`src/rtl/decoder_n_pipe.sv`:
```
// Pipelined binary-to-one-hot decoder with a 2-entry output buffer and valid/ready on both sides.
// Out-of-range indices are consumed without output and raise a sticky error flag.
module decoder_n_pipe #(
  parameter int unsigned SIZE      = 8,
  parameter int unsigned CNT_WIDTH = 16,
  localparam int unsigned LOG_SIZE = (SIZE > 2) ? $clog2(SIZE) : 1
) (
  input  logic                 clock,
  input  logic                 reset_n,
  input  logic                 in_valid,
  output logic                 in_ready,
  input  logic [LOG_SIZE-1:0]  in_encoded,
  output logic                 out_valid,
  input  logic                 out_ready,
  output logic [SIZE-1:0]      out_decoded,
  output logic                 err_range,
  input  logic                 err_clear,
  output logic [CNT_WIDTH-1:0] delivered
);

  localparam logic [LOG_SIZE:0] SIZE_W = (LOG_SIZE + 1)'(SIZE);

  logic [SIZE-1:0]      mem_q [2];
  logic                 head_q, head_d;
  logic [1:0]           occ_q, occ_d;
  logic                 err_q, err_d;
  logic [CNT_WIDTH-1:0] cnt_q, cnt_d;

  logic            accept, in_range, push, pop, wr_idx;
  logic [SIZE-1:0] dec;

  assign in_ready  = reset_n & (occ_q != 2'd2);
  assign out_valid = (occ_q != 2'd0);
  assign accept    = in_valid & in_ready;
  assign in_range  = ({1'b0, in_encoded} < SIZE_W);
  assign push      = accept & in_range;
  assign pop       = out_valid & out_ready;
  // Tail slot sits one past head only when a single entry is already held.
  assign wr_idx    = head_q ^ (occ_q == 2'd1);

  always_comb begin
    dec = '0;
    for (int unsigned i = 0; i < SIZE; i++) begin
      dec[i] = (in_encoded == LOG_SIZE'(i));
    end
  end

  always_comb begin
    occ_d  = occ_q;
    head_d = head_q;
    err_d  = err_q;
    cnt_d  = cnt_q;
    unique case ({push, pop})
      2'b10:   occ_d = occ_q + 2'd1;
      2'b01:   occ_d = occ_q - 2'd1;
      default: occ_d = occ_q;
    endcase
    if (pop) begin
      head_d = ~head_q;
      cnt_d  = cnt_q + {{(CNT_WIDTH-1){1'b0}}, 1'b1};
    end
    // A fresh out-of-range event outranks a clear in the same cycle.
    if (accept && !in_range) begin
      err_d = 1'b1;
    end else if (err_clear) begin
      err_d = 1'b0;
    end
  end

  always_ff @(posedge clock) begin
    if (!reset_n) begin
      occ_q    <= 2'd0;
      head_q   <= 1'b0;
      err_q    <= 1'b0;
      cnt_q    <= '0;
      mem_q[0] <= '0;
      mem_q[1] <= '0;
    end else begin
      occ_q  <= occ_d;
      head_q <= head_d;
      err_q  <= err_d;
      cnt_q  <= cnt_d;
      if (push) begin
        mem_q[wr_idx] <= dec;
      end
    end
  end

  assign out_decoded = out_valid ? mem_q[head_q] : '0;
  assign err_range   = err_q;
  assign delivered   = cnt_q;

  if (SIZE < 2 || SIZE > 16) begin : gen_size_check
    $error("decoder_n_pipe: SIZE must be within 2..16");
  end

  assert property (@(posedge clock) $onehot0(out_decoded));

endmodule

```
`config.mk`:
```
export PLATFORM = sky130hd
export DESIGN_NAME = decoder_n_pipe
export DESIGN_NICKNAME = d
export VERILOG_FILES = /design/src/rtl/decoder_n_pipe.sv
export SDC_FILE = /design/constraint.sdc
export NUM_CORES = 1
export LEC_CHECK = 0
export CAP_MARGIN = 40
export CORE_MARGIN = 2
export CORE_UTILIZATION = 45
export DETAILED_ROUTE_END_ITERATION = 6
export PLACE_DENSITY_LB_ADDON = 0.25
export SLEW_MARGIN = 20
export SYNTH_ARGS = -nofsm -noshare
export SYNTH_HDL_FRONTEND = slang
export SYNTH_SLANG_ARGS = --single-unit
```
`constraint.sdc`:
```
create_clock -name clock -period 3.2 [get_ports clock]
set_clock_uncertainty 0.05 [all_clocks]
set_input_delay 0.48 -clock clock [delete_from_list [all_inputs] [get_ports clock]]
set_output_delay 0.48 -clock clock [all_outputs]
set_load 0.005 [all_outputs]
```
=== Word-level counts from Yosys, hierarchy flattened ===
Memories as Yosys holds them, arrays and structs flattened. A register that Yosys moved wholly into a read port is not among the register bits.
Cells that the tools add are included.

* Mux-type cells: 11
* Bitwise gates (word level): 5
* Reductions and logical operators: 4
* Add/subtract/negate cells: 3
* Equal/unequal tests: 11

{| class="wikitable"
|+ Operators with widths
! kind !! number
|-
| adder 16 x 1 -> 16 bit (second input constant) || 1
|-
| two-way mux 8 bit || 2
|-
| == test 3 bit (second input constant) || 4
|-
| two-way mux 1 bit || 8
|-
| OR reduction 8 bit || 1
|-
| == test 3 x 2 -> 1 bit (second input constant) || 2
|-
| == test 2 x 1 -> 1 bit (second input constant) || 2
|-
| one-hot mux 2 bit (2 select lines) || 1
|-
| nonzero test 2 bit || 2
|-
| AND 1 bit || 3
|-
| == test 3 x 1 -> 1 bit (second input constant) || 1
|-
| logical NOT 3 bit || 1
|-
| adder 2 x 1 -> 2 bit (second input constant) || 1
|-
| == test 2 bit (second input constant) || 1
|-
| inequality test 2 bit (second input constant) || 1
|-
| subtractor 2 x 1 -> 2 bit (second input constant) || 1
|-
| NOT 1 bit || 1
|-
| XOR 1 bit || 1
|}

* Register bits after elaboration: 19
* Bits in writable memories: 16
* Input bits: 8
* Memories kept: 1
* Output and inout port bits: 27

{| class="wikitable"
|+ Memory list
! name !! depth !! bits a word !! read ports !! clocked after memory_dff !! wr ports !! line !! source
|-
| mem_q || 2 || 8 || 1 || 1 || 2 || 23 || <nowiki>logic [SIZE-1:0] mem_q [2];</nowiki>
|}

=== Logic depth before layout (Yosys ltp) ===
* Depth after elaboration: 8
* Mapped depth: 8
* Gate-level depth less buffers: 7

=== Least setup slack after synthesis ===
OpenSTA, ideal clock, no wires.

* Path kind: flip-flop to flip-flop
* From: register occ_q[0]
* To: memory mem_q[0][0], enable pin
* Clock period less this slack: 1.918 ns
* Stages on the path, launching flop included: 5
* Arrival time: 1.484 ns
* Slack: 1.282 ns
* Path through: dfxtp_1 -> inv_1 -> ha_1 -> nand3b_2 -> o21ai_0

{| class="wikitable"
|+ RTL lines
! element !! line !! source
|-
| start: declaration || 25 || <nowiki>logic [1:0] occ_q, occ_d;</nowiki>
|-
| start signal: assignment || 72 || <nowiki>occ_q <= 2'd0;</nowiki>
|-
| start signal: assignment || 79 || <nowiki>occ_q <= occ_d;</nowiki>
|-
| end: declaration || 23 ||
|}

=== Final worst setup path ===
* From: input reset_n
* To: output in_ready

* Word-level cells in the longest chain between the ends: 1

{| class="wikitable"
|+ Ends and longest elaborated chain
! element !! line !! source
|-
| start: declaration || 9 || <nowiki>input logic reset_n,</nowiki>
|-
| AND 1 bit || 32 || <nowiki>assign in_ready = reset_n & (occ_q != 2'd2);</nowiki>
|-
| end: declaration || 11 || <nowiki>output logic in_ready,</nowiki>
|}

No other way between the ends.

==> flow_results.org <==
** Timing
- Final clock period utilization by the worst path :: 85.3%
- Summed over all failing endpoints, the final setup total negative slack is 0 ps.
- Hold Fails Final Rpt :: 0
- The final count of pins violating max slew is 0.
- Final setup fails :: 0
- Setup slack after layout :: 469 ps
- Shortest period the worst path allows :: 2730 ps
- RSZ-0062 raised after global routing :: no
- Max Clock Freq :: 366 MHz

** Detailed routing
- Post-detailed-route wirelength per cell :: 12.7 µm
- Drt via density :: 5.08
- For this run, design rule violations remaining after detail routing come to 0.
- Routed wire length :: 3.21 mm
- Remaining antenna violation count :: 0
- Detailed Route Iter0 Violations :: 45
- The routed layout has 1,285 vias.
- First drt pass iteration count :: 4

** Placed design
- OpenSTA, run right after detailed placement, puts the worst setup slack at roughly 470 ps.
- After detailed placement, the total cell area comes to 2100 µm².
- Detailed placement ended at an HPWL of 2.42 mm.
- Placed Cells :: 245
- Count of buffers inserted at the top-level ports :: 32
- The congestion estimate from routability-driven global placement came to 0.775.

** Yosys
- Synthesis inferred 36 register bits.
- Top post-synthesis cells by area :: edfxtp_1, dfxtp_1, nor2_1
- Each instance of the synthesized netlist takes up on average 10.3 µm².
- Synth Instances :: 169
- In this run the cell area of the synthesized design comes to 1750 µm².
- The largest total area in the synthesized netlist belongs to edfxtp_1.
- The netlist uses 33 different library cells.
- Post-Syn Nets :: 182
- Sequential cell area fraction in the yosys report :: 50.4%
- Share of the synthesized area in the top cell type :: 27.5%
- Synth warn :: 0

** Power
- Across the VDD grid, the largest voltage drop is 0.000423 V.
- The share of total power dissipated in combinational logic is 30.2%.
- Dividing total power by cell area gives a power density of 588 nW/µm².
- Power dissipated by switching net loads :: 0.379 mW
- Clock network power share :: a little under a quarter
- Net switching is 29.5% of the power.
- Part of the total power dissipated in sequential elements :: 46.2%
- Cell leakage power :: 0.802 nW
- Design internal power :: 0.905 mW
- Total power after layout :: 1.28 mW

** CTS
- TritonCTS clock tree :: done
- CTS buffer count :: 5
- The H-tree was split into 2 levels.
- Counting every sink on the clock net gives 36.
- Count of buffers added by post-CTS timing repair for setup :: 0
- In this run, post-CTS repair resized a total of 0 instances.
- Clock input transition at the sequential cells of the worst setup and hold paths :: 70 ps
- Hold buffer count at CTS :: 0
- The tree is rooted in a clkbuf_8.
- Clock latency on the worst-skew pair, taken at its later pin, is 280 ps.
- Number of buffers on the longest clock path :: 2

** Cells and area
- Register area :: approximately 880 µm²
- Once layout is done, the placed cells without fillers occupy approximately 2200 µm².
- Net total in the final layout :: 217
- The finished layout holds 253 standard cells, fillers aside.
- The library cell used most frequently in the layout, excluding fill and tap cells, is nor2_1.
- Count of filler cells inserted in the layout :: 341
- Compared with the post-synthesis result, the final layout area differs by 25.0%.
- Number of diodes added for antenna fixing :: 0
- Proportion of layout cells with a drive suffix above 1 :: 8.29%
- The top cell types in the final layout, fill and taps aside, are nor2_1, clkdlybuf4s50_1, dfxtp_1.
- Area of the multi-input gates :: 801 µm²

** Global routing
- Vias in the first global route :: 1,248
- After global routing the overflow that remains totals 0.
- First-pass GRT wire length :: 5.43 mm
- Entering global routing, the biggest net connects 19 pins.
- Aggregate global-route resource usage :: 16.5%
- Initial antenna violation count :: 0

** Worst setup path
- Startpoint types :: input pin
- Worst EP required :: 2670 ps
- STA classifies the critical path endpoint as a primary output.
- Crit Path Category :: input pin to primary output
- For the worst setup path, the data arrival time is 2200 ps.
- Worst Path Max Fanout :: 18

** Floorplanning
- The initial utilization of the core area, before any placement, comes to 47.4%.
- The die is around 66 µm wide.
- Core area :: 3690 µm²
- Full die area :: 4400 µm²
- After floorplanning, the core was divided into 22 placement rows.
- 35 I/O pins were placed.
- The die is between 60 and 70 µm tall.

** Worst hold path
- Type of the tightest min-delay check :: flop to flop

** Status
- Run status :: complete, no violations

** Job
- MaxCap Viol Count :: 0
layout make-up:
cell class                      count  share of cell area, %
Clock buffer                        7                   3.49
Clock inverter                      1                  0.229
Inverter                            7                   1.20
Multi-Input combinational cell    120                   36.7
Sequential cell                    36                   40.3
Tap cell                           48                   2.75
Timing Repair Buffer               34                   15.3
flip-flops by register name (all words and copies together), names as in the netlist, named ones only:
| register | count |
|---|---|
| delivered | 16 |
| head_q | 1 |
| mem_q | 16 |
| occ_q | 2 |
metal layers:
metal / vias up / part of all wire, % / global-route usage (%)
li1: 638 / - / -
met1: 618 / 46 / 20.0
met2: 25 / 48 / 26.6
met3: 4 / 4.4 / 5.28
met4: 0 / 1.4 / 7.65
met5: - / 0 / 0
power by group through the flow:
stage,Clock [mW],Sequential (mW),Combinational (mW)
floorplan,0,0.578,0.273
global placement,0,0.599,0.381
detailed placement,0,0.606,0.390
CTS,0.310,0.595,0.393
global route,0.332,0.602,0.428
finish,0.303,0.594,0.387
through the flow:
stage          utilization [%]  hold WS, ps
6_report                  59.2          424
3_5_place_dp              57.0          425
2_1_floorplan                -          409
5_1_grt                   59.2          458
3_3_place_gp              57.0          402
4_1_cts                   59.2          435
cells in the mapped netlist:
master	count
a211oi_1	1
a21oi_1	1
a31o_2	1
and2b_2	1
and3_1	1
buf_2	2
buf_4	2
buf_6	1
clkbuf_1	1
conb_1	1
dfxtp_1	20
edfxtp_1	16
ha_1	5
inv_1	6
inv_2	1
mux2i_1	12
nand2_1	7
nand2b_1	5
nand3_1	3
nand3_4	1
nand3b_2	1
nand3b_4	1
nand4_1	5
nand4_4	1
nand4b_1	1
nor2_1	41
nor3_1	9
nor4_2	1
nor4_4	1
o21ai_0	2
or3_1	2
xnor2_1	10
xor2_1	6
path summary, 6_finish.rpt:
check / slack, ps / cells after the start / from / endpoint
setup / recovery: 470 / 4 / reset_n / in_ready
hold / removal: 420 / 2 / delivered[15]$_SDFFE_PN0P_ / delivered[15]$_SDFFE_PN0P_
setup reg to reg: 1170 / 6 / occ_q[0]$_SDFFE_PN0P_ / delivered[15]$_SDFFE_PN0P_
hold reg to reg: 420 / 2 / delivered[15]$_SDFFE_PN0P_ / delivered[15]$_SDFFE_PN0P_
critical path: stages:
cell and delay [ps]:
clkdlybuf4s50_1 700, inv_2 230, nor2_1 240, clkdlybuf4s50_1 540
logic make-up after synthesis:
family | Yosys count | share of synthesized area [%]
simple gates | 81 | 25.3
flops | 36 | 50.4
xor+xnor | 16 | 8.02
buf+inv | 13 | 3.79
mux | 12 | 6.87
fa+ha+maj | 5 | 3.58
compound gates | 5 | 1.79
other cells | 1 | 0.215
Note: power is estimated with default switching activity, not from simulation.
